File: src/rtl/pixel_write_arbiter.sv
// ---------------------------------------------------------------------------
// pixel_write_arbiter
//
// Shares the single framebuffer pixel-write port between three pixel-drawing
// requesters (line generator, trace plotter, text overlay, ...). Each
// requester holds a pixel (X, Y, RGB) with a level request. One requester is
// granted per cycle in round-robin order, and the granted pixel is issued to
// the framebuffer as a registered one-cycle write.
//
// Optional feature (compile-time macro PIXEL_CLIP_EN):
//   defined   - granted pixels with X > MAX_X or Y > MAX_Y are consumed
//               (the requester advances) but not written; drop_cnt counts
//               them and saturates at 16'hFFFF.
//   undefined - no coordinate check; every grant writes; drop_cnt is 0.
//
// Parameters:
//   MAX_X, MAX_Y  largest valid coordinate (inclusive), clipping only
//
// Ports:
//   clk        system clock, rising edge
//   rst        asynchronous active-high reset
//   req[2:0]   per-requester level request
//   x_in[23:0] requester X, 8 bits each, requester i at [8i+7:8i]
//   y_in[23:0] requester Y, same packing as x_in
//   rgb_in     requester colour, 12 bits each, requester i at [12i+11:12i]
//   fb_ready   framebuffer can accept a write; gates new grants only
//   gnt[2:0]   one-hot combinational grant
//   X_loc      registered pixel X to the framebuffer
//   Y_loc      registered pixel Y to the framebuffer
//   RGB        registered pixel colour to the framebuffer
//   WR_en      registered single-cycle write strobe
//   drop_cnt   saturating count of clipped pixels
// ---------------------------------------------------------------------------
module pixel_write_arbiter #(
    parameter int MAX_X = 120,
    parameter int MAX_Y = 120
) (
    input  logic        clk,
    input  logic        rst,
    input  logic [2:0]  req,
    input  logic [23:0] x_in,
    input  logic [23:0] y_in,
    input  logic [35:0] rgb_in,
    input  logic        fb_ready,
    output logic [2:0]  gnt,
    output logic [7:0]  X_loc,
    output logic [7:0]  Y_loc,
    output logic [11:0] RGB,
    output logic        WR_en,
    output logic [15:0] drop_cnt
);

    localparam int N_REQ = 3;

    // -----------------------------------------------------------------------
    // Unpack the flat requester buses into per-requester arrays
    // -----------------------------------------------------------------------
    logic [7:0]  x_arr   [N_REQ];
    logic [7:0]  y_arr   [N_REQ];
    logic [11:0] rgb_arr [N_REQ];

    genvar gi;
    generate
        for (gi = 0; gi < N_REQ; gi++) begin : g_unpack
            assign x_arr[gi]   = x_in[8*gi +: 8];
            assign y_arr[gi]   = y_in[8*gi +: 8];
            assign rgb_arr[gi] = rgb_in[12*gi +: 12];
        end
    endgenerate

    // -----------------------------------------------------------------------
    // State
    // -----------------------------------------------------------------------
    logic [1:0]  last_reg,  last_next;
    logic [7:0]  x_loc_reg, x_loc_next;
    logic [7:0]  y_loc_reg, y_loc_next;
    logic [11:0] rgb_reg,   rgb_next;
    logic        wr_en_reg, wr_en_next;

    // Combinational grant results
    logic        gnt_any;
    logic [1:0]  gnt_idx;
    logic [1:0]  cand_idx;
    logic [2:0]  gnt_onehot;

    // Data of the granted requester
    logic [7:0]  sel_x;
    logic [7:0]  sel_y;
    logic [11:0] sel_rgb;
    logic        clip_hit;
    logic        write_fire;

    // (base + offset) mod 3 for base in 0..2 and offset in 1..3; the sum never
    // exceeds 5 so a single conditional subtract is enough.
    function automatic logic [1:0] rr_index(input logic [1:0] base,
                                            input logic [1:0] offset);
        logic [2:0] sum;
        sum = {1'b0, base} + {1'b0, offset};
        if (sum >= 3'd3) begin
            sum = sum - 3'd3;
        end
        return sum[1:0];
    endfunction

    // -----------------------------------------------------------------------
    // Round-robin grant: search last+1, last+2, last. Reset is included so
    // that gnt drops immediately when rst rises, not at the next edge.
    // -----------------------------------------------------------------------
    always_comb begin
        gnt_any    = 1'b0;
        gnt_idx    = last_reg;
        cand_idx   = last_reg;
        gnt_onehot = 3'b000;
        if (!rst && fb_ready) begin
            for (int k = 1; k <= N_REQ; k++) begin
                cand_idx = rr_index(last_reg, 2'(k));
                if (!gnt_any && req[cand_idx]) begin
                    gnt_any = 1'b1;
                    gnt_idx = cand_idx;
                end
            end
        end
        if (gnt_any) begin
            gnt_onehot = 3'b001 << gnt_idx;
        end
    end

    assign gnt = gnt_onehot;

    assign sel_x   = x_arr[gnt_idx];
    assign sel_y   = y_arr[gnt_idx];
    assign sel_rgb = rgb_arr[gnt_idx];

`ifdef PIXEL_CLIP_EN
    // Out-of-range pixels are still granted so the requester moves on.
    assign clip_hit = (int'(sel_x) > MAX_X) || (int'(sel_y) > MAX_Y);
`else
    assign clip_hit = 1'b0;
`endif

    assign write_fire = gnt_any && !clip_hit;

    // -----------------------------------------------------------------------
    // Next-state logic
    // -----------------------------------------------------------------------
    always_comb begin
        last_next  = last_reg;
        x_loc_next = x_loc_reg;
        y_loc_next = y_loc_reg;
        rgb_next   = rgb_reg;
        wr_en_next = 1'b0;
        if (gnt_any) begin
            last_next = gnt_idx;
        end
        if (write_fire) begin
            x_loc_next = sel_x;
            y_loc_next = sel_y;
            rgb_next   = sel_rgb;
            wr_en_next = 1'b1;
        end
    end

    // Pointer resets to 2 so requester 0 is searched first after reset.
    always_ff @(posedge clk or posedge rst) begin
        if (rst) begin
            last_reg  <= 2'd2;
            x_loc_reg <= 8'd0;
            y_loc_reg <= 8'd0;
            rgb_reg   <= 12'd0;
            wr_en_reg <= 1'b0;
        end else begin
            last_reg  <= last_next;
            x_loc_reg <= x_loc_next;
            y_loc_reg <= y_loc_next;
            rgb_reg   <= rgb_next;
            wr_en_reg <= wr_en_next;
        end
    end

    assign X_loc = x_loc_reg;
    assign Y_loc = y_loc_reg;
    assign RGB   = rgb_reg;
    assign WR_en = wr_en_reg;

    // -----------------------------------------------------------------------
    // Dropped-pixel counter
    // -----------------------------------------------------------------------
`ifdef PIXEL_CLIP_EN
    logic [15:0] drop_cnt_reg, drop_cnt_next;

    always_comb begin
        drop_cnt_next = drop_cnt_reg;
        if (gnt_any && clip_hit && (drop_cnt_reg != 16'hFFFF)) begin
            drop_cnt_next = drop_cnt_reg + 16'd1;
        end
    end

    always_ff @(posedge clk or posedge rst) begin
        if (rst) begin
            drop_cnt_reg <= 16'd0;
        end else begin
            drop_cnt_reg <= drop_cnt_next;
        end
    end

    assign drop_cnt = drop_cnt_reg;
`else
    assign drop_cnt = 16'h0000;
`endif

endmodule

File: config.mk
export PLATFORM = sky130hd
export DESIGN_NAME = pixel_write_arbiter
export DESIGN_NICKNAME = d
export VERILOG_FILES = /design/src/rtl/pixel_write_arbiter.sv
export SDC_FILE = /design/constraint.sdc
export NUM_CORES = 1
export LEC_CHECK = 0
export CAP_MARGIN = 15
export CORE_UTILIZATION = 55
export DETAILED_ROUTE_END_ITERATION = 8
export DONT_BUFFER_PORTS = 1
export PLACE_DENSITY_LB_ADDON = 0.15
export SLEW_MARGIN = 20
export SYNTH_ARGS = -nofsm -noshare
export SYNTH_HDL_FRONTEND = slang
export SYNTH_SLANG_ARGS = --single-unit
File: constraint.sdc
create_clock -name clk -period 2.6 [get_ports clk]
set_clock_uncertainty 0.05 [all_clocks]
set_input_delay 0.26 -clock clk [delete_from_list [all_inputs] [get_ports clk]]
set_output_delay 0.26 -clock clk [all_outputs]
set_load 0.1 [all_outputs]
Word-level counts from Yosys, hierarchy flattened. Index checks and enable logic that the tools add are counted.

$add $sub $neg: 6. Magnitude comparators: 7. Shift operators: 1. Multiplexer cells: 33. Bitwise operators: 1. Reductions and logical operators: 6.

Operator list (count): 8-bit binary-select mux with 2-bit select (2); 8-bit 2-to-1 mux (4); 12-bit binary-select mux with 2-bit select (1); 12-bit 2-to-1 mux (2); 2-bit 2-to-1 mux (10); 1-bit 2-to-1 mux (10); 3-bit by 2-bit >= comparator with 1-bit output, second input constant (3); 2-bit by 3-bit < comparator with 1-bit output, second input constant (3); 2-bit by 2-bit adder with 3-bit output, second input constant (2); 1-bit binary-select mux with 2-bit select (3); 2-bit subtractor, second input constant (3); 2-bit by 1-bit adder with 3-bit output, second input constant (1); 3-bit >= comparator, second input constant (1); 1-bit logical AND (3); 1-bit zero test (3); 3-bit 2-to-1 mux (1); 2-bit NOT with 3-bit output (1); 1-bit by 2-bit << shifter with 3-bit output, first input constant (1).

Register bits: 31. Bits of input ports: 90. Output and inout bits: 48. Word-level logic and storage cells: 59.

Logic depth before layout (Yosys ltp).
Depth in word-level cells: 20. Depth in mapped cells: 11. Depth with buffers taken out: 8.

Worst setup path after synthesis. No wires, ideal clock.

Kind: reg-to-output. From: register last_reg[0]. To: output port gnt[1]. Data arrival time: 3302 ps. Required time: 2290 ps. Slack: -1012 ps. Cell stages (with the launch flop): 10. Buffers on the path: 1. Cell sequence: dfrtp_1 -> inv_1 -> ha_1 -> mux2_2 -> a21o_1 -> nor3_1 -> o41ai_2 -> a21o_1 -> buf_2 -> nor2_1.

Longest elaborated chain between the ends: 18. Elaborated cells on any way between the ends: 37. Classes of those cells: add/sub: 6; order compare: 3; shift: 1; mux: 23; reduce/logical: 4.

Ends and longest elaborated chain: start, declared (line 74) `logic [1:0] last_reg, last_next;`; start signal, assigned (line 172) `last_reg <= last_next;`; 2-bit by 1-bit adder with 3-bit output (line 98) `sum = {1'b0, base} + {1'b0, offset};`; 3-bit by 2-bit >= comparator with 1-bit output or 2-bit subtractor (tied branches) (line 99, 100); 2-bit 2-to-1 mux (line 99) `if (sum >= 3'd3) begin`; 2-bit 2-to-1 mux (line 114) `if (!rst && fb_ready) begin`; 1-bit binary-select mux with 2-bit select (line 117) `if (!gnt_any && req[cand_idx]) begin`; 1-bit 2-to-1 mux (implied by the code) (line 117); 1-bit 2-to-1 mux (line 117); 1-bit 2-to-1 mux (line 114); [2 not listed]; 1-bit 2-to-1 mux (line 117); 1-bit 2-to-1 mux (line 114); 1-bit zero test (line 117); 1-bit logical AND (line 117); 2-bit 2-to-1 mux (line 117); 2-bit 2-to-1 mux (line 114); 1-bit by 2-bit << shifter with 3-bit output (line 124) `gnt_onehot = 3'b001 << gnt_idx;`; 3-bit 2-to-1 mux (*) (line 123) `if (gnt_any) begin`; end, declared (line 45) `output logic [2:0] gnt,`.

Mark *: on every way between the ends. The rest lies on a longest branch, timed or not. The select of a mux whose other input is x is not followed.

Worst setup path in the final report.
From: register last_reg[1]. To: output port gnt[0].

The elaborated chain is that of the path after synthesis.

==> results by group <==
Status
  – Outcome: complete, but fails checks
  – Failing checks: setup timing

Clocking
  – CTS H-tree depth: 2
  – Worst skew pair latency: 280 ps
  – Clock slew at reported path FFs: 60 ps
  – Num CTS Buffers: 5
  – Sink Count: 31
  – TritonCTS clock tree: done
  – Clk buf depth: 2
  – Clk root buf: clkbuf_8

Logic synthesis
  – Yosys cell types: 33
  – Post-synthesis area per instance: 9.37 µm²
  – Top FF cell, synth: dfrtp_1
  – Syn Std Cell Area: 2120 µm²
  – Async S/R FF share, synth: 100%
  – Number of synthesized flops with an enable pin: 0
  – Register bit total from synthesis: 31
  – Sequential share of the synthesized area: 36.7%
  – Mapped Cells: 226
  – Yosys warnings: 0

GRT
  – Pin count of the biggest net entering global routing: 32
  – Grt total ovfl: 0
  – First-pass GRT wire length: 9.06 mm
  – Initial antenna violation count: 0
  – Vias in the first global route: 1877
  – GRT Util Overall: 29.6%

Timing
  – Final Worst Setup Slack: -219 ps
  – Max-slew violations: 0
  – Final setup fails: 31
  – Minimum clock period: 2820 ps
  – RSZ-0062 raised after global routing: true
  – Tightest Pin Transition: 936 ps
  – Hold Vio Cnt, Final: 0
  – Final period util: 108%
  – Worst relative slew slack: 37.6%
  – FMAX: 355 MHz

Worst hold path
  – Hold EP: RGB[11]
  – HP Start: rgb_in[35]
  – Hold Path Depth: 2
  – HP Class: in2reg

Run
  – Max Cap Viol: 0

Setup path
  – WP data arrival: 2510 ps
  – Crit path largest cell delay: 570 ps
  – CP Depth: 9
  – Worst-path maximum fanout: 8
  – Flop2flop setup slack: -160 ps
  – Worst path slowest cell: dfstp_2
  – WS Path Type: reg2out
  – CP Buf/Inv Count: 2
  – CP endpoint kind: primary output
  – Setup crit start kind: register
  – Reg2Reg Depth: 11
  – Cell Chain, Critical Path: inv_2, ha_4, nor2_2, a22o_2, nor3_4, o41ai_4, a21o_4, nor2_4, buf_12
  – WP data required: 2290 ps
  – RR Endpoint: RGB[9]
  – Worst r2r src: last_reg[1]
  – Delay-heaviest family, CP: compound AO/OA/AOI/OAI gates

Floorplanning
  – Row count: 22
  – DIE HEIGHT: 64.1 µm
  – Die area: 4100 µm²
  – I/O pin count: 138
  – Initial core utilization: 57.4%
  – Core ar.: 3690 µm²
  – Die W: 64.1 µm

Final layout
  – # diodes: 0
  – Commonest non-fill, non-tap cell in the layout: nand2_1
  – Final Util: 76.4%
  – Nets: 342
  – Layout cells sized above 1: 34.1%
  – Synth-to-layout area growth: 33.1%
  – Most frequent cells in the layout: nand2_1, inv_1, dfrtp_1
  – Max FFs per register: 12
  – FILL cells: 250

Route
  – Vias: 1813
  – Detailed-route wire length per cell: 19.6 µm
  – Routed wire length: 5.84 mm
  – Starting DRT DRC Count: 139
  – 1st-pass router iterations: 4
  – ANT nets after route: 0
  – Via density: 6.10
  – Residual DRC: 0

Placement
  – DP HPWL: 3.77 mm
  – GP Congestion: 0.911
  – Input/output buffers: 0
==> worst max path at each step <==
stage           startpoint       end  slack, ps
5_1_grt        last_reg[1]    gnt[1]       -310
2_1_floorplan  last_reg[1]    gnt[2]        -30
4_1_cts        last_reg[1]    gnt[2]       -210
6_report       last_reg[1]    gnt[0]       -220
3_3_place_gp   last_reg[1]  Y_loc[4]        -20
3_5_place_dp   last_reg[1]  Y_loc[2]         -4
==> timing repair <==
| action | CTS | global route |
|---|---|---|
| cloned | 3 | 0 |
| pin swaps | 7 | 7 |
| setup endpoints to repair | 17 | 31 |
| hold buffers | 1 | 0 |
| resized for setup | 27 | 18 |
| buffers inserted | 5 | 4 |
| hold endpoints to repair | 30 | 0 |
==> final cells by class <==
type                       instances  area [µm²]  share of cell area (%)
clock inverter                     1        30.0                    1.07
clock buffer                       7        76.3                    2.71
inverter                          34         134                    4.75
timing repair buffer              30         382                    13.5
tap                               48        60.1                    2.13
sequential                        31         778                    27.6
multi-input combinational        146        1360                    48.2
==> routing by layer <==
| metal | track usage [%] | share of wire, % | vias up |
|---|---|---|---|
| met2 | 53.1 | 54 | 101 |
| met3 | 7.50 | 6.9 | 10 |
| li1 | - | - | 807 |
| met5 | 0 | 0 | - |
| met4 | 11.4 | 1.7 | 0 |
| met1 | 33.3 | 37 | 895 |
==> cells by family after synthesis <==
group | after synthesis | share of synthesized area, %
xor+xnor | 1 | 0.414
simple gates | 46 | 9.10
mux | 32 | 15.3
flops | 31 | 36.7
other cells | 1 | 0.177
compound gates | 47 | 20.7
buf+inv | 64 | 15.2
fa+ha+maj | 4 | 2.36
==> stage by stage <==
step | setup TNS [ps] | hold WS, ps | instance area (µm²) | instances | setup slack [ps]
after detailed placement | -6.35 | 242 | 2320 | 276 | -4.49
after floorplan | -65.4 | 321 | 2290 | 241 | -25.5
after global placement | -278 | 224 | 2320 | 276 | -21.9
final | -3270 | 119 | 2820 | 297 | -219
after CTS | -2210 | 114 | 2680 | 293 | -214
after global routing | -6660 | 122 | 2820 | 297 | -306
==> synthesized netlist by cell type, types with 2 or more instances <==
cell / count / area, µm²
dfrtp_1: 30 / 751
nand4_1: 2 / 12.5
inv_1: 34 / 128
ha_1: 4 / 50.1
a22oi_1: 2 / 15.0
nor3b_1: 2 / 15.0
buf_2: 9 / 45.0
a21oi_1: 4 / 20.0
mux2_2: 2 / 22.5
o221ai_1: 20 / 175
nor2b_1: 2 / 12.5
buf_4: 17 / 128
mux2i_1: 29 / 290
nor2_1: 5 / 18.8
o221ai_2: 9 / 135
nand2_1: 33 / 124
clkbuf_1: 3 / 11.3
o21ai_0: 3 / 15.0
a21o_1: 2 / 15.0
Power is not shown: default switching activity piles up to over one toggle a cycle in this logic, so the estimate is an artifact.
